<file path="src/rtl/mult_pkg.sv">
// ---------------------------------------------------------------------------
// mult_pkg
// Shared constants for the MULT/MULTU sequencer slice.
//   - FSM state encodings (2-bit, kept as plain constants so legacy code that
//     compares raw state values keeps working)
//   - default operand width and iteration-counter width
// Optional feature macro used by the slice: MULT_SIGNED_EN (enables FIX state).
// ---------------------------------------------------------------------------
package mult_pkg;

   localparam logic [1:0] IDLE = 2'd0;
   localparam logic [1:0] RUN  = 2'd1;
   localparam logic [1:0] DONE = 2'd2;
   localparam logic [1:0] FIX  = 2'd3;

   // Operand width; HI and LO are each this wide.
   localparam int MULT_WIDTH = 32;
   // Iteration counter width; 2**MULT_CNT_W must exceed MULT_WIDTH.
   localparam int MULT_CNT_W = 6;

endpackage : mult_pkg

</file>
<file path="src/rtl/mult_seq_if.sv">
// ---------------------------------------------------------------------------
// mult_seq_if
// Request/result bundle between the EX stage and the multiply sequencer.
//   start  : request a multiply (sampled only while busy=0)
//   a, b   : multiplicand / multiplier, captured on accept
//   sgn    : (MULT_SIGNED_EN only) 1 = MULT, 0 = MULTU
//   busy   : operation in flight
//   done   : one-cycle pulse, hi/lo valid from this cycle on
//   hi, lo : upper / lower product words
// Modports: master = requester (core), slave = sequencer.
// Optional feature macro: MULT_SIGNED_EN adds the sgn signal.
// ---------------------------------------------------------------------------
interface mult_seq_if
   import mult_pkg::*;
#(
   parameter int WIDTH = MULT_WIDTH
);

   logic             start;
   logic [WIDTH-1:0] a;
   logic [WIDTH-1:0] b;
`ifdef MULT_SIGNED_EN
   logic             sgn;
`endif
   logic             busy;
   logic             done;
   logic [WIDTH-1:0] hi;
   logic [WIDTH-1:0] lo;

`ifdef MULT_SIGNED_EN
   modport master (output start, a, b, sgn, input  busy, done, hi, lo);
   modport slave  (input  start, a, b, sgn, output busy, done, hi, lo);
`else
   modport master (output start, a, b, input  busy, done, hi, lo);
   modport slave  (input  start, a, b, output busy, done, hi, lo);
`endif

endinterface : mult_seq_if

</file>
<file path="src/rtl/mult_add_stage.sv">
// ---------------------------------------------------------------------------
// mult_add_stage
// Combinational WIDTH-bit adder shared by every shift-and-add iteration.
//   a, b  : addends (a is the running accumulator)
//   sum   : a + b modulo 2**WIDTH
//   carry : carry out, recovered by an unsigned compare (sum < a), which is
//           how the core's adder32 exposes its carry.
// ---------------------------------------------------------------------------
module mult_add_stage
   import mult_pkg::*;
#(
   parameter int WIDTH = MULT_WIDTH
) (
   input  logic [WIDTH-1:0] a,
   input  logic [WIDTH-1:0] b,
   output logic [WIDTH-1:0] sum,
   output logic             carry
);

   assign sum   = a + b;
   // A wrapped sum is always smaller than either addend.
   assign carry = (sum < a);

endmodule : mult_add_stage

</file>
<file path="src/rtl/mult_seq.sv">
// ---------------------------------------------------------------------------
// mult_seq
// Multi-cycle 32x32->64 multiplier (MULTU, optionally MULT) for the EX stage.
// Shift-and-add over a single shared adder, one multiplier bit per cycle.
// The core stalls while busy=1.
//
// Ports:
//   clk   : system clock, rising edge
//   reset : asynchronous, active-high reset
//   bus   : mult_seq_if.slave (start, a, b, [sgn], busy, done, hi, lo)
//
// Timing: start accepted at edge E0, done high in the cycle after E32
// (33 cycles). With MULT_SIGNED_EN a one-cycle FIX state is always inserted
// (34 cycles). hi/lo only change when the result is committed.
//
// Optional feature macro: MULT_SIGNED_EN (signed MULT via magnitude + fix-up).
// ---------------------------------------------------------------------------
module mult_seq
   import mult_pkg::*;
#(
   parameter int WIDTH = MULT_WIDTH,
   parameter int CNT_W = MULT_CNT_W
) (
   input  logic      clk,
   input  logic      reset,
   mult_seq_if.slave bus
);

   logic [1:0]       state;
   logic [WIDTH-1:0] mcand;
   logic [WIDTH-1:0] acc;
   logic [WIDTH-1:0] mplr;
   logic [CNT_W-1:0] cnt;
   logic [WIDTH-1:0] hi_r;
   logic [WIDTH-1:0] lo_r;

   logic [WIDTH-1:0] addend;
   logic [WIDTH-1:0] sum;
   logic             carry;
   logic [WIDTH-1:0] acc_nx;
   logic [WIDTH-1:0] mplr_nx;
   logic             last;

   logic [WIDTH-1:0] a_cap;
   logic [WIDTH-1:0] b_cap;

`ifdef MULT_SIGNED_EN
   logic                 neg;
   logic                 neg_cap;
   logic [2*WIDTH-1:0]   prod;
   logic [2*WIDTH-1:0]   prod_fix;

   // MULT runs on magnitudes; the sign is reapplied in FIX. Negating the
   // most negative value wraps back to itself, which read unsigned is the
   // correct magnitude.
   always_comb begin
      a_cap   = bus.a;
      b_cap   = bus.b;
      neg_cap = 1'b0;
      if (bus.sgn) begin
         if (bus.a[WIDTH-1]) a_cap = '0 - bus.a;
         if (bus.b[WIDTH-1]) b_cap = '0 - bus.b;
         neg_cap = bus.a[WIDTH-1] ^ bus.b[WIDTH-1];
      end
   end

   assign prod     = {acc, mplr};
   assign prod_fix = neg ? (~prod + (2*WIDTH)'(1)) : prod;
`else
   assign a_cap = bus.a;
   assign b_cap = bus.b;
`endif

   // Only add the multiplicand when the current multiplier bit is set.
   assign addend = mplr[0] ? mcand : '0;

   mult_add_stage #(
      .WIDTH (WIDTH)
   ) u_add (
      .a     (acc),
      .b     (addend),
      .sum   (sum),
      .carry (carry)
   );

   // {acc, mplr} <= {carry, sum, mplr} >> 1 : product bits shift into mplr
   // as the consumed multiplier bits shift out.
   assign acc_nx  = {carry, sum[WIDTH-1:1]};
   assign mplr_nx = {sum[0], mplr[WIDTH-1:1]};
   assign last    = (cnt == CNT_W'(WIDTH - 1));

   always_ff @(posedge clk or posedge reset) begin
      if (reset) begin
         state <= IDLE;
         mcand <= '0;
         acc   <= '0;
         mplr  <= '0;
         cnt   <= '0;
         hi_r  <= '0;
         lo_r  <= '0;
`ifdef MULT_SIGNED_EN
         neg   <= 1'b0;
`endif
      end else begin
         case (state)
            // DONE accepts back-to-back exactly like IDLE.
            IDLE, DONE: begin
               if (bus.start) begin
                  mcand <= a_cap;
                  mplr  <= b_cap;
                  acc   <= '0;
                  cnt   <= '0;
`ifdef MULT_SIGNED_EN
                  neg   <= neg_cap;
`endif
                  state <= RUN;
               end else begin
                  state <= IDLE;
               end
            end

            RUN: begin
               acc  <= acc_nx;
               mplr <= mplr_nx;
               cnt  <= cnt + CNT_W'(1);
               if (last) begin
`ifdef MULT_SIGNED_EN
                  state <= FIX;
`else
                  hi_r  <= acc_nx;
                  lo_r  <= mplr_nx;
                  state <= DONE;
`endif
               end
            end

`ifdef MULT_SIGNED_EN
            // Taken for every operation so latency does not depend on sign.
            FIX: begin
               hi_r  <= prod_fix[2*WIDTH-1:WIDTH];
               lo_r  <= prod_fix[WIDTH-1:0];
               state <= DONE;
            end
`endif

            default: state <= IDLE;
         endcase
      end
   end

   assign bus.busy = (state == RUN) || (state == FIX);
   assign bus.done = (state == DONE);
   assign bus.hi   = hi_r;
   assign bus.lo   = lo_r;

endmodule : mult_seq

</file>
<file path="src/flat_wrapper.sv">
// flat-port wrapper written by rule: the top's interface ports become plain ports
module mult_seq_flat import mult_pkg::*;
#(
   parameter int WIDTH = MULT_WIDTH,
   parameter int CNT_W = MULT_CNT_W
)
  (clk, reset, bus_start, bus_a, bus_b, bus_busy, bus_done, bus_hi, bus_lo);
  mult_seq_if #(.WIDTH(WIDTH)) bus_i ();
  input  logic clk;
  input  logic reset;
  input wire logic [$bits(bus_i.start)-1:0] bus_start;
  input wire logic [$bits(bus_i.a)-1:0] bus_a;
  input wire logic [$bits(bus_i.b)-1:0] bus_b;
  output wire logic [$bits(bus_i.busy)-1:0] bus_busy;
  output wire logic [$bits(bus_i.done)-1:0] bus_done;
  output wire logic [$bits(bus_i.hi)-1:0] bus_hi;
  output wire logic [$bits(bus_i.lo)-1:0] bus_lo;
  assign bus_i.start = bus_start;
  assign bus_i.a = bus_a;
  assign bus_i.b = bus_b;
  assign bus_busy = bus_i.busy;
  assign bus_done = bus_i.done;
  assign bus_hi = bus_i.hi;
  assign bus_lo = bus_i.lo;
  mult_seq #(.WIDTH(WIDTH), .CNT_W(CNT_W)) u_core (.clk(clk), .reset(reset), .bus(bus_i));
endmodule
</file>
<file path="config.mk">
export PLATFORM = sky130hd
export DESIGN_NAME = mult_seq_flat
export DESIGN_NICKNAME = d
export VERILOG_FILES = /design/src/rtl/mult_pkg.sv /design/src/rtl/mult_seq_if.sv /design/src/rtl/mult_add_stage.sv /design/src/rtl/mult_seq.sv /design/src/flat_wrapper.sv
export SDC_FILE = /design/constraint.sdc
export NUM_CORES = 1
export LEC_CHECK = 0
export ABC_AREA = 0
export CAP_MARGIN = 15
export CELL_PAD_IN_SITES_DETAIL_PLACEMENT = 0
export CELL_PAD_IN_SITES_GLOBAL_PLACEMENT = 2
export CORE_MARGIN = 5
export CORE_UTILIZATION = 39
export DETAILED_ROUTE_END_ITERATION = 16
export GPL_TIMING_DRIVEN = 0
export PLACE_DENSITY_LB_ADDON = 0.1
export SYNTH_ARGS = -nofsm -noshare
export SYNTH_HDL_FRONTEND = slang
export SYNTH_HIERARCHICAL = 1
export SYNTH_SLANG_ARGS = --single-unit
export TNS_END_PERCENT = 30
</file>
<file path="constraint.sdc">
create_clock -name clk -period 17.9 [get_ports clk]
set_input_delay 5.37 -clock clk [delete_from_list [all_inputs] [get_ports clk]]
set_output_delay 5.37 -clock clk [all_outputs]
set_load 0.005 [all_outputs]
</file>
==> results of run 1 <==
[cell usage after synthesis (2+ instances only)]
library cell  number  area share, %
nand2_1          115            4.7
o21ai_2            2           0.19
nor3_1             3           0.16
a21oi_1           34            1.9
a21o_1            56            4.6
mux2_4            49            8.0
dfrtp_1          168             46
buf_4              3           0.25
and3_1             4           0.27
o31ai_1            4           0.33
buf_6              6           0.74
a211oi_1           6           0.49
a211o_1            2           0.19
o211ai_1           3           0.25
o21ai_0           20            1.1
inv_1             36            1.5
xor2_1             9           0.86
ha_1              62            8.4
xnor2_1           21            2.0
buf_2             11           0.60
nand3_1            5           0.27
o21bai_1           3           0.25
nor2_1            19           0.78
clkbuf_1          16           0.65
nand2b_1           6           0.41
nand4_1            8           0.54
buf_1              3           0.12
a22o_1            66            6.3
nor2b_1            7           0.48
a31oi_1            2           0.14
mux2_2            17            2.1
mux2i_1            3           0.33
o21a_1             7           0.57
and2_1            33            2.2
[final cells by class]
| type | count | area share [%] |
|---|---|---|
| Tap cell | 319 | 3.46 |
| Inverter | 36 | 1.24 |
| Clock buffer | 17 | 3.68 |
| Clock inverter | 15 | 1.55 |
| Sequential cell | 168 | 36.4 |
| Timing Repair Buffer | 133 | 11.7 |
| Multi-Input combinational cell | 589 | 40.1 |
| Buffer | 39 | 1.87 |
[kinds of logic (layout without fill, tap and decap cells)]
logic type,after synthesis,in the layout
and+or+nand+nor,208,208
buffers and inverters,75,240
xor gates and xnor gates,30,30
adders and majority gates,63,63
AOI/OAI and AO/OA,219,219
muxes,69,69
DFF,168,168
[power groups by stage]
stage | Combinational (mW) | Sequential [mW] | Clock [mW]
detailed placement | 1.24 | 0.674 | 0
global route | 1.40 | 0.691 | 0.399
global placement | 1.24 | 0.674 | 0
floorplan | 0.901 | 0.642 | 0
CTS | 1.25 | 0.668 | 0.384
finish | 1.24 | 0.666 | 0.373
[worst max-delay path, stage by stage (launching register included)]
cell             delay, ps
dfrtp_1                410
nor2b_1                120
clkdlybuf4s50_1        550
[flip-flops by register name, summed over array words and instances, names as in the netlist]
register / cells
u_core/acc: 32
u_core/bus.hi: 32
u_core/bus.lo: 32
u_core/mcand: 32
u_core/mplr: 32
u_core/cnt: 6
u_core/state: 2
[routing by layer]
metal / up-vias / GRT usage [%]
li1: 3263 / -
met1: 3206 / 24.3
met2: 101 / 28.1
met3: 18 / 2.85
met4: 0 / 4.69
met5: - / 0
[final timing paths]
path,from,to,slack [ps],depth (start not counted)
setup / recovery,u_core/state[0]$_DFFE_PP0P_,bus_done,11030,2
min in group asynchronous,reset,u_core/bus.hi[26]$_DFFE_PP0P_,5340,2
hold / removal,u_core/mcand[10]$_DFFE_PP0P_,u_core/mcand[10]$_DFFE_PP0P_,470,2
hold reg to reg,u_core/mcand[10]$_DFFE_PP0P_,u_core/mcand[10]$_DFFE_PP0P_,470,2
max in group asynchronous,reset,u_core/acc[13]$_DFFE_PP0P_,11620,3
setup reg to reg,u_core/mplr[0]$_DFFE_PP0P_,u_core/acc[31]$_DFFE_PP0P_,12540,17
[per-stage QoR]
stage	cells	cell area, um^2	worst slack (ps)	hold WS (ps)
global placement	1283	10900	5360	454
finish	1316	11500	11030	469
detailed placement	1284	10900	10600	456
global route	1316	11500	10930	499
CTS	1316	11500	10990	475
floorplan	832	9190	7980	437
==> impl_metrics.tcl, run 1 <==
set metrics [dict create \
    max_slew.worst_pin.slew_ps 620 \
    ys_seq_area_share_pct 45.8 \
    die_h_um 163 \
    fin_util_pct 49.5 \
    skew_ps 20.0 \
    regArea_um2 4200 \
    avgViaCountPerCell 5.01 \
    wl_met1_mm 11.0 \
    grt_max_degree 118 \
    power_mw 2.28 \
    ys_types 57 \
    cts_tree "done" \
    ant_nets 0 \
    drtIter0Drc 392 \
    path_max_fanout 5 \
    end_kind "output pin" \
    root_buffer "clkbuf_16" \
    clkLatencyLatePin_ps 440 \
    clk_pin_slew_worst_paths_ps 80 \
    finalSetupTns_ps 0 \
    antenna_found_initial 0 \
    crit_type "register to output pin" \
    firstDrtPassIters 6 \
    async_flop_share_pct 100 \
    cts_setup_buffers 0 \
    vias 6588 \
    muxShareOfSynthArea_pct 10.4 \
    p_sw_share_pct 40.5 \
    hold_viol_final 0 \
    overflow 0 \
    initial_utilization_pct 39.4 \
    drt-total-wl_mm 22.6 \
    hpwlAfterDp_mm 16.5 \
    setup_viol 0 \
    die-area_um2 26700 \
    synth_fp_nets 962 \
    core_um2 23300 \
    htreeDepth 4 \
    maxCapViolCount 0 \
    cts.sinks 168 \
    internal_power_mw 1.36 \
    grt_usage_pct 17.4 \
    post-route-drc-count 0 \
    synth_edf_count 0 \
    synth_area_um2 9190 \
    ios 133 \
    hold_path.class "register to register" \
    portBuffers 132 \
    wl_met3_um 683 \
    status "complete, no violations" \
    syn_area_per_cell_um2 11.0 \
    min_period_ps 6870 \
    p_comb_share_pct 54.4 \
    post_drt_wl_per_cell_um 17.1 \
    routed.top_layer "met4" \
    required_ps 12530 \
    fin_nets 1114 \
    rsz0062_at_grt "no" \
    area_growth_pct 25.7 \
    slew_headroom_pct 58.1 \
    yosys.area_share.adder_pct 8.66 \
    die_w_um 163 \
    crit_path_start_kind "register" \
    synth-warning-count 6 \
    fmax_mhz 145 \
    rows 56 \
    diodes 0 \
    multi_input_area_um2 4630 \
    cts_buffers 17 \
    ys_ff_latch 168 \
    p_seq_share_pct 29.2 \
    synth_compound_area_share_pct 18.0 \
    yosys.area_share.simple_pct 10.5 \
    first_global_vias 6854 \
    globalplace.congestion 0.805 \
    vdd_drop_max_uv 84.2 \
    power_per_cell_area_nw_per_um2 197 \
    cts_resized 0 \
    grt_pass1_wl_mm 36.7 \
    synth_xor_area_share_pct 2.86 \
    wl_met2_mm 10.6 \
    layout_common_cells "dfrtp_1 (168), clkdlybuf4s50_1 (132), nand2_1 (115), a22o_1 (66), ha_1 (62)" \
    layout-drive-gt1-share_pct 13.1 \
    finalMaxSlewViolations 0 \
    cts.path.max_buffers 2 \
    cp.arrival_ps 1500 \
    final_common_cell "dfrtp_1" \
    switchingPower_mw 0.923 \
    synthFlopType "dfrtp_1" \
    synth_cells 832 \
    p_leak_nw 5.85 \
    fillCellCount 2158 \
    cts_hold_buf 0 \
    clkPwrFrac_pct 16.4 \
    synth_top_family_by_area "compound AO/OA/AOI/OAI gates" \
    period_share_pct 38.4 \
]
Note: power is estimated with default switching activity, not from simulation.
==> inputs of run 2 (changes only) <==
- CORE_UTILIZATION: 39 -> 36
- clock period: 17.9 -> 7.1 ns (I/O delays scaled with it)
==> impl_metrics.tcl, run 2 (synthesis gave the netlist of run 1 again) <==
set metrics [dict create \
    fin_nets 1114 \
    drtIter0Drc 228 \
    required_ps 7400 \
    die_w_um 170 \
    maxCapViolCount 0 \
    worstPathBufferInverterCount 1 \
    fin_util_pct 45.9 \
    antenna_found_initial 0 \
    cts_hold_buf 0 \
    crit_family "compound AO/OA/AOI/OAI gates" \
    vdd_drop_max_uv 179 \
    crit_path_start_kind "register" \
    fmax_mhz 190 \
    first_global_vias 6890 \
    critical_path.cell_chain "clkbuf_1, and2_1, fa_1, a21o_1, a221oi_2, o21ai_2, a31oi_1, a21oi_1, a211oi_2, a21oi_1, xor2_1, ha_1, nand4_1, nor2_1, nand2_1, a21oi_1, a211oi_1, mux2_4" \
    grt_usage_pct 16.4 \
    fin_hold_ws_ps 470 \
    ios 133 \
    fillCellCount 2417 \
    internal_power_mw 3.45 \
    area_growth_pct 25.8 \
    slew_headroom_pct 57.9 \
    clkLatencyLatePin_ps 430 \
    path_common_cell "a21oi_1" \
    p_leak_nw 5.85 \
    cts_setup_buffers 0 \
    final_common_cell "dfrtp_1" \
    drt-total-wl_mm 23.2 \
    hold_viol_final 0 \
    power_per_cell_area_nw_per_um2 498 \
    max_slew.worst_pin.slew_ps 626 \
    hold_path.class "register to register" \
    overflow 0 \
    cts_tree "done" \
    worstHoldPathCells 2 \
    min_period_ps 5270 \
    ant_nets 0 \
    p_seq_share_pct 29.2 \
    layout-drive-gt1-share_pct 13.1 \
    holdCritStartpoint "u_core/mcand[8]$_DFFE_PP0P_" \
    dp_cells 1295 \
    post_drt_wl_per_cell_um 17.5 \
    initial_utilization_pct 36.5 \
    worstReg2RegEnd "u_core/bus.hi[31]$_DFFE_PP0P_" \
    firstDrtPassIters 4 \
    diodes 0 \
    hpwlAfterDp_mm 17.2 \
    cp_slowest_cell "dfrtp_1" \
    cts.path.max_buffers 2 \
    min_to "u_core/mcand[8]$_DFFE_PP0P_" \
    period_share_pct 74.2 \
    p_sw_share_pct 40.0 \
    grt_pass1_wl_mm 37.6 \
    setup_viol 0 \
    cp.arrival_ps 5570 \
    cts.sinks 168 \
    htreeDepth 4 \
    end_kind "register" \
    core_um2 25200 \
    die-area_um2 28800 \
    post-route-drc-count 0 \
    portBuffers 132 \
    grt_max_degree 92 \
    die_h_um 170 \
    avgViaCountPerCell 4.97 \
    skew_ps 17.3 \
    finalMaxSlewViolations 0 \
    cts_buffers 17 \
    reg2reg_slack_ps 1830 \
    reg2reg_from "u_core/mplr[0]$_DFFE_PP0P_" \
    path_max_fanout 10 \
    crit_type "register to register" \
    slowest_delay_ps 510 \
    power_mw 5.75 \
    status "complete, no violations" \
    stdcell_count 1327 \
    root_buffer "clkbuf_16" \
    vias 6593 \
    globalplace.congestion 0.783 \
    rr_worst_depth 18 \
    layout_common_cells "dfrtp_1 (168), clkdlybuf4s50_1 (132), nand2_1 (115), a22o_1 (66), ha_1 (62)" \
    rows 58 \
    rsz0062_at_grt "no" \
    clk_pin_slew_worst_paths_ps 70 \
    switchingPower_mw 2.30 \
    clkPwrFrac_pct 16.6 \
    p_comb_share_pct 54.2 \
    cts_resized 0 \
]
==> run 2: cell types whose count changed in the layout (fill, tap and decap cells not counted) <==
cell,delta
bufinv_16,+1
clkinv_4,-1
clkinv_8,-3
clkinvlp_4,+2
inv_6,-1
inv_8,+2
==> run 2: power by group through the flow <==
| stage | logic, mW | registers, mW | clock network [mW] |
|---|---|---|---|
| floorplan | 2.27 | 1.62 | 0 |
| global placement | 3.14 | 1.70 | 0 |
| detailed placement | 3.15 | 1.70 | 0 |
| CTS | 3.17 | 1.69 | 0.989 |
| global route | 3.53 | 1.75 | 1.02 |
| finish | 3.12 | 1.68 | 0.954 |
==> run 2: cell type report <==
class	count	area, um^2	share of cell area, %
tap	330	413	3.57
clock buffer	17	425	3.68
clock inverter	15	180	1.56
inverter	36	143	1.23
timing repair buffer	133	1350	11.7
multi-input combinational	589	4630	40.1
buffer	39	216	1.87
sequential	168	4200	36.4
==> run 2: worst max path at each step <==
stage	start	cells after the start	endpoint	slack, ps
after global placement	reset	2	u_core/mcand[11]$_DFFE_PP0P_	-2290
after CTS	u_core/mplr[0]$_DFFE_PP0P_	18	u_core/bus.hi[31]$_DFFE_PP0P_	1710
final	u_core/mplr[0]$_DFFE_PP0P_	18	u_core/bus.hi[31]$_DFFE_PP0P_	1830
after global routing	u_core/mplr[0]$_DFFE_PP0P_	18	u_core/bus.hi[31]$_DFFE_PP0P_	1400
after floorplan	reset	1	u_core/acc[0]$_DFFE_PP0P_	420
after detailed placement	u_core/mplr[0]$_DFFE_PP0P_	18	u_core/bus.hi[31]$_DFFE_PP0P_	1730
==> run 2: routing by layer <==
layer | share of wire (%) | track usage, % | vias to the layer above
met5 | 0 | 0 | -
met4 | 0.75 | 3.43 | 0
met3 | 3.5 | 3.00 | 10
met2 | 47 | 26.3 | 108
met1 | 49 | 23.4 | 3214
li1 | - | - | 3261
==> run 2: metrics by stage <==
| step | instance area, um^2 | setup TNS (ps) | setup WS, ps |
|---|---|---|---|
| 5_1_grt | 11600 | 0 | 1400 |
| 6_report | 11600 | 0 | 1830 |
| 3_5_place_dp | 11000 | 0 | 1730 |
| 3_3_place_gp | 10900 | -381480 | -2290 |
| 4_1_cts | 11600 | 0 | 1710 |
| 2_1_floorplan | 9190 | 0 | 423 |
==> run 2: worst min-delay path: stages, from the launching register on <==
cell     delay, ps
dfrtp_1        340
nand2_1         50
nand2_1         50
==> inputs of run 3 (changes only) <==
- clock period: 7.1 -> 5.35 ns (I/O delays scaled with it)
==> impl_metrics.tcl, run 3 (synthesis gave the netlist of run 1 again) <==
set metrics [dict create \
    path_max_fanout 10 \
    holdCritStartpoint "u_core/mcand[9]$_DFFE_PP0P_" \
    ios 133 \
    post-route-drc-count 0 \
    cts_tree "done" \
    cts_hold_buf 0 \
    clkLatencyLatePin_ps 430 \
    critical_path.cell_chain "clkbuf_2, and2_1, fa_1, a21o_1, a221oi_2, o21ai_2, a31oi_2, a21oi_1, a211oi_2, a21oi_1, xor2_1, ha_1, nand4_1, nor2_1, nand2_1, a21oi_1, a211oi_2, mux2_4" \
    skew_ps 16.7 \
    die-area_um2 28800 \
    clkPwrFrac_pct 16.3 \
    finalMaxSlewViolations 0 \
    setup_ws_ps 245 \
    internal_power_mw 4.56 \
    p_leak_nw 5.88 \
    worstReg2RegEnd "u_core/bus.hi[31]$_DFFE_PP0P_" \
    fmax_mhz 196 \
    setup_viol 0 \
    p_seq_share_pct 29.0 \
    firstDrtPassIters 7 \
    final_common_cell "dfrtp_1" \
    post_drt_wl_per_cell_um 17.5 \
    cts.sinks 168 \
    period_share_pct 95.4 \
    layout_common_cells "dfrtp_1 (168), clkdlybuf4s50_1 (132), nand2_1 (115), a22o_1 (66), ha_1 (62)" \
    crit_path_start_kind "register" \
    crit_type "register to register" \
    fin_util_pct 46.4 \
    path_common_cell "a21oi_1" \
    cts.path.max_buffers 2 \
    cp-startpoint "u_core/mplr[0]$_DFFE_PP0P_" \
    post-place-ws_ps 7.76 \
    worstHoldPathCells 2 \
    reg2reg_from "u_core/mplr[0]$_DFFE_PP0P_" \
    diodes 0 \
    grt_pass1_wl_mm 38.0 \
    min_to "u_core/mcand[9]$_DFFE_PP0P_" \
    slowest_delay_ps 520 \
    fin_hold_ws_ps 471 \
    power_per_cell_area_nw_per_um2 657 \
    grt_max_degree 39 \
    root_buffer "clkbuf_16" \
    slew_headroom_pct 56.4 \
    antenna_found_initial 0 \
    first_global_vias 7017 \
    drt-total-wl_mm 23.3 \
    power_mw 7.67 \
    vias 6656 \
    reg2reg_slack_ps 250 \
    max_slew.worst_pin.slew_ps 653 \
    p_sw_share_pct 40.5 \
    status "complete, no violations" \
    fin_nets 1118 \
    ant_nets 0 \
    cts_setup_buffers 0 \
    min_period_ps 5100 \
    grt_usage_pct 16.5 \
    die_w_um 170 \
    hold_viol_final 0 \
    clk_pin_slew_worst_paths_ps 80 \
    die_h_um 170 \
    drtIter0Drc 352 \
    globalplace.congestion 0.785 \
    htreeDepth 4 \
    cts_buffers 17 \
    cp.arrival_ps 5420 \
    hold_path.class "register to register" \
    vdd_drop_max_uv 252 \
    end_kind "register" \
    rows 58 \
    cp_slowest_cell "dfrtp_1" \
    core_um2 25200 \
    layout-drive-gt1-share_pct 14.2 \
    overflow 0 \
    p_comb_share_pct 54.7 \
    rr_worst_depth 18 \
    switchingPower_mw 3.10 \
    maxCapViolCount 0 \
    portBuffers 132 \
    initial_utilization_pct 36.5 \
    hpwlAfterDp_mm 17.4 \
    area_growth_pct 27.0 \
    avgViaCountPerCell 5.00 \
    required_ps 5660 \
]
[run 3: cell types whose count changed in the layout (fill, tap and decap cells not counted), moves of 2 or more]
| cell | delta |
|---|---|
| o31ai_1 | -2 |
| inv_8 | -3 |
| clkinv_8 | +4 |
| o31ai_2 | +2 |
| buf_12 | +5 |
[run 3: timing repair]
item                                   4_1_cts  5_1_grt
endpoints found under the hold margin        0        0
setup endpoints to repair                    2        2
gates resized for setup                      2        6
[run 3: power groups by stage]
stage                     sequential [mW]  combinational, mW  clock, mW
final                                2.23               4.19       1.25
after global routing                 2.31               4.70       1.35
after CTS                            2.24               4.23       1.29
after detailed placement             2.26               4.17          0
after global placement               2.26               4.17          0
after floorplan                      2.15               3.01          0
[run 3: worst max-delay path by stage]
stage	endpoint	depth (start not counted)
after detailed placement	u_core/bus.hi[31]$_DFFE_PP0P_	18
after floorplan	u_core/bus.hi[31]$_DFFE_PP0P_	18
after global placement	u_core/bus.hi[31]$_DFFE_PP0P_	18
after global routing	u_core/bus.hi[31]$_DFFE_PP0P_	18
final	u_core/bus.hi[31]$_DFFE_PP0P_	18
after CTS	u_core/bus.hi[31]$_DFFE_PP0P_	18
[run 3: cell type report]
class                      count  area [um^2]
sequential                   168         4200
buffer                        39          218
tap                          330          413
clock inverter                15          185
inverter                      36          139
fill                        2385        13500
timing repair buffer         137         1420
multi-input combinational    589         4670
clock buffer                  17          425
[run 3: routing by layer]
layer	track usage, %	up-vias	part of all wire (%)
met2	26.3	111	46
li1	-	3275	-
met1	23.5	3250	49
met5	0	-	0
met3	3.07	20	3.5
met4	3.78	0	1.2
[run 3: worst max-delay path, delay by kind of cell (launching register included)]
family	cells	cell delay (ps)
AOI/OAI and AO/OA	9	2170
buffers and inverters	1	250
DFF	1	520
muxes	1	290
and+or+nand+nor	4	800
xor gates and xnor gates	1	190
adders and majority gates	2	770
[run 3: through the flow]
step	std cells	area, um^2	setup TNS [ps]
floorplan	832	9190	0
global placement	1294	10900	-4730
detailed placement	1299	11000	0
CTS	1331	11600	0
global route	1331	11700	-12.0
finish	1331	11700	0
